**config.mk**
```make
export PLATFORM = sky130hd
export DESIGN_NAME = serve_ctrl
export DESIGN_NICKNAME = d
export VERILOG_FILES = /design/src/rtl/serve_ctrl.sv
export SDC_FILE = /design/constraint.sdc
export NUM_CORES = 1
export LEC_CHECK = 0
export ABC_AREA = 1
export ABC_CLOCK_PERIOD_IN_PS = 1900
export BUFFER_PORTS_ARGS = -buffer_cell sky130_fd_sc_hd__buf_2
export CORE_ASPECT_RATIO = 0.5
export CORE_UTILIZATION = 45
export CTS_BUF_LIST = sky130_fd_sc_hd__clkbuf_16
export CTS_CLUSTER_SIZE = 24
export DETAILED_ROUTE_END_ITERATION = 12
export GPL_TIMING_DRIVEN = 0
export PLACE_DENSITY = 0.7
export SYNTH_ARGS = -nofsm -noshare
export SYNTH_HDL_FRONTEND = slang
export SYNTH_SLANG_ARGS = --single-unit
```
**constraint.sdc**
```tcl
create_clock -name clk -period 1.9 [get_ports clk]
set_clock_uncertainty 0.15 [all_clocks]
set_input_delay 0.095 -clock clk [delete_from_list [all_inputs] [get_ports clk]]
set_output_delay 0.095 -clock clk [all_outputs]
set_load 0.05 [all_outputs]
```
**src/rtl/serve_ctrl.sv**
```systemverilog
// rtl/serve_ctrl.sv - serve/freeze sequencer between the score judge and ball physics.
// Optional macro SERVE_BLINK_EN adds a blink output that toggles every 8 frames while held.
module serve_ctrl #(
    parameter int HOLD_FRAMES = 90,
    parameter int P1_SERVE_X  = 250,
    parameter int P2_SERVE_X  = 773,
    parameter int SERVE_Y     = 300
) (
    input  logic        clk,
    input  logic        rst,
    input  logic        frame_tick,
    input  logic [3:0]  score_player1,
    input  logic [3:0]  score_player2,
    input  logic        flag_point,
    input  logic        endgame,
    output logic [11:0] xpos_serve,
    output logic [11:0] ypos_serve,
    output logic        ball_load,
    output logic        ball_frozen,
    output logic        point_p1,
    output logic        point_p2,
    output logic [1:0]  winner
`ifdef SERVE_BLINK_EN
    ,
    output logic        blink
`endif
);

    typedef enum logic [1:0] {INIT, HOLD, PLAY, OVER} state_t;

    localparam logic [11:0] X1        = 12'(P1_SERVE_X);
    localparam logic [11:0] X2        = 12'(P2_SERVE_X);
    localparam logic [11:0] Y0        = 12'(SERVE_Y);
    localparam logic [7:0]  HOLD_LAST = 8'(HOLD_FRAMES - 1);

    state_t     state;
    logic [7:0] cnt;
    logic [3:0] sc1_q;
    logic [3:0] sc2_q;
    logic       side;

    logic [3:0] sc1_inc;
    logic [3:0] sc2_inc;
    logic       ev1;
    logic       ev2;
    logic       ev;
    logic       side_nxt;
    logic       serve_ev;
    logic       hold_tick;

    // Only a +1 step (with 4-bit wrap) counts as a point; anything else is a judge resync.
    always_comb begin
        sc1_inc   = sc1_q + 4'd1;
        sc2_inc   = sc2_q + 4'd1;
        ev1       = (score_player1 != sc1_q) && (sc1_inc == score_player1);
        ev2       = (score_player2 != sc2_q) && (sc2_inc == score_player2);
        ev        = ev1 | ev2;
        side_nxt  = side;
        if (ev1 && ev2) begin
            side_nxt = flag_point;
        end else if (ev1) begin
            side_nxt = 1'b0;
        end else if (ev2) begin
            side_nxt = 1'b1;
        end
        serve_ev  = !endgame && ev && (state == HOLD || state == PLAY);
        hold_tick = !endgame && !ev && (state == HOLD) && frame_tick;
    end

    always_ff @(posedge clk or negedge rst) begin
        if (!rst) begin
            state       <= INIT;
            cnt         <= 8'd0;
            sc1_q       <= 4'd0;
            sc2_q       <= 4'd0;
            side        <= 1'b0;
            xpos_serve  <= X1;
            ypos_serve  <= Y0;
            ball_load   <= 1'b0;
            ball_frozen <= 1'b1;
            point_p1    <= 1'b0;
            point_p2    <= 1'b0;
            winner      <= 2'b00;
        end else begin
            sc1_q      <= score_player1;
            sc2_q      <= score_player2;
            point_p1   <= ev1;
            point_p2   <= ev2;
            ball_load  <= 1'b0;
            ypos_serve <= Y0;
            if (endgame && state != OVER) begin
                state       <= OVER;
                ball_frozen <= 1'b1;
                winner      <= (score_player1 > score_player2) ? 2'b01 : 2'b10;
            end else if (serve_ev) begin
                state       <= HOLD;
                cnt         <= 8'd0;
                side        <= side_nxt;
                xpos_serve  <= side_nxt ? X2 : X1;
                ball_load   <= 1'b1;
                ball_frozen <= 1'b1;
            end else begin
                case (state)
                    INIT: begin
                        state       <= HOLD;
                        cnt         <= 8'd0;
                        side        <= 1'b0;
                        xpos_serve  <= X1;
                        ball_load   <= 1'b1;
                        ball_frozen <= 1'b1;
                    end
                    HOLD: begin
                        ball_frozen <= 1'b1;
                        if (hold_tick) begin
                            if (cnt >= HOLD_LAST) begin
                                state       <= PLAY;
                                ball_frozen <= 1'b0;
                            end else if (cnt != 8'hFF) begin
                                cnt <= cnt + 8'd1;
                            end
                        end
                    end
                    PLAY: ball_frozen <= 1'b0;
                    OVER: ball_frozen <= 1'b1;
                endcase
            end
        end
    end

`ifdef SERVE_BLINK_EN
    // Blink restarts dark on every (re)entry to HOLD and is forced dark on exit.
    always_ff @(posedge clk or negedge rst) begin
        if (!rst) begin
            blink <= 1'b0;
        end else if (state != HOLD || endgame || ev) begin
            blink <= 1'b0;
        end else if (hold_tick) begin
            if (cnt >= HOLD_LAST) begin
                blink <= 1'b0;
            end else if (cnt[2:0] == 3'd7) begin
                blink <= ~blink;
            end
        end
    end
`endif

endmodule

```
[After elaboration in Yosys (flattened, before gate mapping)]
Cells that the tools add are included.
Operators by class
  order comparisons: 2
  reduce and logical (&&, ||, !) cells: 20
  equality and inequality tests: 14
  $add $sub $neg: 3
  muxes and demuxes: 27
  bitwise logic cells: 2
Operators with widths (count)
  two-way mux 8 bit: 4
  two-way mux 12 bit: 2
  one-hot mux 8 bit (2 select lines): 1
  two-way mux 1 bit: 12
  two-way mux 10 bit: 1
  two-way mux 2 bit: 5
  logical AND 1 bit: 9
  adder 4 x 1 -> 4 bit, second input constant: 2
  adder 8 x 1 -> 8 bit, second input constant: 1
  == test 4 bit: 2
  greater-or-equal comparator 8 x 7 -> 1 bit, second input constant: 1
  != test 4 bit: 2
  != test 8 bit, second input constant: 1
  != test 3 bit, second input constant: 2
  AND reduction 5 bit: 1
  == test 2 bit, second input constant: 2
  greater-than comparator 4 bit: 1
  != test 4 x 2 -> 1 bit, second input constant: 1
  != test 4 x 3 -> 1 bit, second input constant: 1
  one-hot mux 2 bit (2 select lines): 1
  nonzero test 4 bit: 1
  != test 3 x 2 -> 1 bit, second input constant: 1
  one-hot mux 1 bit (3 select lines): 1
  AND reduction 3 bit: 1
  other kinds (11): 12
Word-level totals
  flip-flop bits (word level): 37
  output and inout bits: 30
  input bits: 13
  word-level logic and storage cells: 79

[Logic depth before layout (Yosys ltp)]
  word-level depth: 12
  depth in mapped cells: 13

[Worst setup path after synthesis]
Ideal clock, no wire load.
  kind: reg2reg
  start point: reg sc2_q[0]
  end point: reg cnt[2]
  buffers on the path: 0
  data required time: 1.633 ns
  setup time: 0.117 ns
  clock period less this slack: 1.806 ns
  arrival: 1.539 ns
  cell stages (with the launch flop): 13
  path slack: 0.094 ns
  cell sequence: dfrtp_1 ha_1 inv_1 nand2_1 nand2_1 nor2_1 nand3_2 nand2_4 nand2_4 nand3_4 nand3_4 nand2_1 nand2_1
Between the ends
  longest elaborated chain between the ends: 10
  elaborated cells on any way between the ends: 17
  those cells by class: add/sub: 1; eq/ne: 5; mux: 1; bitwise: 1; reduce/logical: 9
RTL lines
  start: declaration: line 39  | logic [3:0] sc2_q;
  start signal: assignment: line 86  | sc2_q <= score_player2;
  adder 4 x 1 -> 4 bit: line 54  | sc2_inc = sc2_q + 4'd1;
  == test 4 bit: line 56  | ev2 = (score_player2 != sc2_q) && (sc2_inc == score_player2);
  logical AND 1 bit *: line 56
  OR 1 bit *: line 57  | ev = ev1 | ev2;
  zero test 1 bit: line 67  | hold_tick = !endgame && !ev && (state == HOLD) && frame_tick;
  logical AND 1 bit (3 in a row): line 67
  != test 3 bit (no source line)
  AND reduction 5 bit (no source line)
  end signal: assignment: line 119  | cnt <= cnt + 8'd1;
  end: declaration: line 37  | logic [7:0] cnt;
Every way passes the cells marked *; elsewhere a longest branch is shown, timed or not.
A chain may end at the register's enable or synchronous reset.

[Worst setup path after layout]
  start point: reg sc2_q[0]
  end point: reg cnt[6]
Same word-level chain as after synthesis.

==> impl_metrics.py <==
metrics = {
    "sta": {
        "clock.fmax_mhz": 520,
        "finalCriticalPeriod_ps": 1920,
        "period_share_pct": 101,
        "finalWorstSetupSlack_ps": -24.7,
        "worst_pin_slew_ps": 589,
        "setup_viol": 6,
        "hold_viol_final": 0,
        "rsz0062_at_grt": "yes",
        "drv_slew": 0,
        "slew_headroom_pct": 60.7,
    },
    "cts": {
        "root_buffer": "clkbuf_16",
        "clock_latency_ps": 260,
        "htree_num_levels": 1,
        "cts_tree": "done",
        "cts_buffer_depth": 2,
        "numCtsBuffers": 3,
        "path_clk_slew_ps": 70,
        "cts.sinks": 26,
    },
    "yosys": {
        "netlist_area_sq_um": 1850,
        "ys_seq_elements": 26,
        "seq_area_frac_synth_pct": 35.2,
        "avgSynthCellArea_sq_um": 7.92,
        "synth_cell_type_count": 29,
        "synth_warnings": 0,
        "syn_inst": 234,
    },
    "routing": {
        "drt_iter0_drc": 46,
        "wire_per_inst_um": 10.5,
        "wl_mm": 3.61,
        "vias": 1538,
        "ant_nets": 0,
        "drc": 1,
        "firstDrtPassIters": 8,
        "via_per_inst": 4.46,
    },
    "grt": {
        "grtUsageTotal_pct": 16.8,
        "grt-ovfl-total": 0,
        "grt_max_degree": 27,
        "antenna_found_initial": 0,
        "grt_pass1_vias": 1370,
        "grt_pass1_wl_mm": 5.70,
    },
    "final_layout": {
        "mostFrequentLayoutCell": "nand2_1",
        "final_cell_mix": "nand2_1 (63), inv_1 (32), buf_2 (28), buf_4 (27), dfrtp_1 (24)",
        "n_fill_cell": 353,
        "syn2layout_area_growth_pct": 27.3,
        "antenna_cells": 0,
        "multi_input_area_sq_um": 943,
        "fin_nets": 318,
        "regArea_sq_um": 653,
        "drive_gt1_share_pct": 31.3,
    },
    "floorplanning": {
        "die_h_um": 47.4,
        "rows": 16,
        "ioPinCount": 43,
        "die-area_sq_um": 4390,
        "initial_core_util_pct": 47.2,
        "dieWidth_um": 92.8,
        "core_area_sq_um": 3920,
    },
    "hold_path": {
        "hold_class": "in2reg",
    },
    "power_and_ir_drop": {
        "power.density_nw_per_um2": 1180,
        "p_leak_uw": 0.00136,
        "peakVddDrop_v": 0.000501,
        "power_uw": 2790,
    },
    "job": {
        "maxCapViolCount": 0,
    },
    "placed_design": {
        "hpwl_mm": 2.67,
        "finalWeightedCongestion": 0.809,
        "dp_slack_ps": -118,
        "port_buffers": 28,
    },
    "setup_path": {
        "critPathLaunchType": "flop",
        "worstSetupEndpointType": "flop",
        "crit_type": "reg2reg",
        "arrival_ps": 1920,
        "crit_required_ps": 1900,
        "crit_fanout": 7,
    },
    "outcome": {
        "violations": "design-rule violations, negative setup slack",
        "outcome": "finished with violations",
    },
}
[per-layer routing]
metal	up-vias	global-route usage, %	part of all wire [%]
met1	690	20.4	45
met5	-	0	0
met2	30	33.0	51
li1	818	-	-
met4	0	2.46	0
met3	0	3.40	3.6
[state kept, by name, summed over array words and instances, names as in the netlist]
| name | cells |
|---|---|
| cnt | 8 |
| point_p1 | 1 |
| state | 2 |
| point_p2 | 1 |
| ball_frozen | 1 |
| ball_load | 1 |
| sc1_q | 4 |
| xpos_serve | 2 |
| winner | 2 |
| sc2_q | 4 |
[power by group]
group          switching (uW)  internal, uW  total (uW)  leakage, uW
logic                     991           445        1440     0.000989
registers                87.0           661         748     0.000323
clock network             191           419         610    0.0000511
total                    1270          1520        2790      0.00136
[path summary, 6_finish.rpt]
| path | startpoint | endpoint | slack (ps) | cells past startpoint |
|---|---|---|---|---|
| max reg2reg | sc2_q[0]$_DFF_PN0_ | cnt[6]$_DFFE_PN0P_ | -20 | 12 |
| min | flag_point | xpos_serve[8]$_DFFE_PN0P_ | 20 | 3 |
| min in group asynchronous | rst | point_p1$_DFF_PN0_ | 220 | 2 |
| min reg2reg | winner[0]$_DFFE_PN0P_ | winner[0]$_DFFE_PN0P_ | 340 | 2 |
| max | sc2_q[0]$_DFF_PN0_ | cnt[6]$_DFFE_PN0P_ | -20 | 12 |
| max in group asynchronous | rst | state[1]$_DFFE_PN0P_ | 990 | 2 |
[Yosys cell counts]
cell	instances	area (sq um)
ha_1	13	163
a31o_2	1	8.76
conb_1	2	7.51
inv_1	33	124
nor2_8	1	20.0
inv_4	1	6.26
dfrtp_1	24	601
xor2_1	1	8.76
nand3_4	3	52.6
nand3b_1	1	7.51
buf_4	23	173
a21oi_4	2	32.5
nand4_1	7	43.8
a31oi_1	2	12.5
a21oi_1	7	35.0
o21a_1	1	7.51
clkinv_1	1	3.75
dfstp_2	2	52.6
o211ai_1	1	7.51
o21ai_0	5	25.0
nand3_1	16	80.1
or2_2	2	12.5
nand2_4	3	33.8
nor2_2	2	12.5
nand2_1	64	240
nor2_1	6	22.5
o2111ai_1	2	17.5
nand3_2	2	20.0
inv_2	6	22.5
[cells by family (layout without fill, tap and decap cells)]
family	after synthesis	count (layout)	share of synthesized area, %
DFF	26	26	35.2
other	2	14	0.405
AOI/OAI and AO/OA	21	21	7.90
and+or+nand+nor	107	107	29.4
adders and majority gates	13	13	8.78
buffers and inverters	64	109	17.8
xor gates and xnor gates	1	1	0.473
[critical path, cell delays in order (launching register included)]
cell and delay [ps]:
dfrtp_1 440, ha_4 300, inv_2 30, nand2_1 40
nand2_1 60, nor2_2 90, nand3_2 100, nand2_4 150
nand2_4 90, nand3_4 100, nand3_4 130, nand2_1 90
nand2_1 50
[what timing repair did]
| action | 4_1_cts | 5_1_grt |
|---|---|---|
| resized for setup | 2 | 6 |
| hold buffers | 9 | 0 |
| setup buffers | 2 | 2 |
| pin swaps | 5 | 9 |
| endpoints found under the setup margin | 11 | 13 |
| cloned | 0 | 0 |
| endpoints found under the hold margin | 32 | 0 |
[through the flow]
step	hold slack [ps]	utilization (%)	std cells	setup TNS, ps	instance area, sq um
4_1_cts	16.3	59.2	343	-189	2320
2_1_floorplan	-351	-	246	0	1900
5_1_grt	46.2	60.1	345	-1560	2360
3_5_place_dp	-24.2	53.7	328	-892	2110
3_3_place_gp	-23.0	53.7	328	-450	2110
6_report	18.7	60.1	345	-76.6	2360
[final cells by class]
class / count / area share (%)
Multi-Input combinational cell: 156 / 40.0
Sequential cell: 26 / 27.7
Timing Repair Buffer: 41 / 11.0
Buffer: 23 / 7.32
Inverter: 41 / 6.63
Clock buffer: 3 / 3.18
Tap cell: 54 / 2.86
Clock inverter: 1 / 1.27
(Power assumes the default switching activity.)
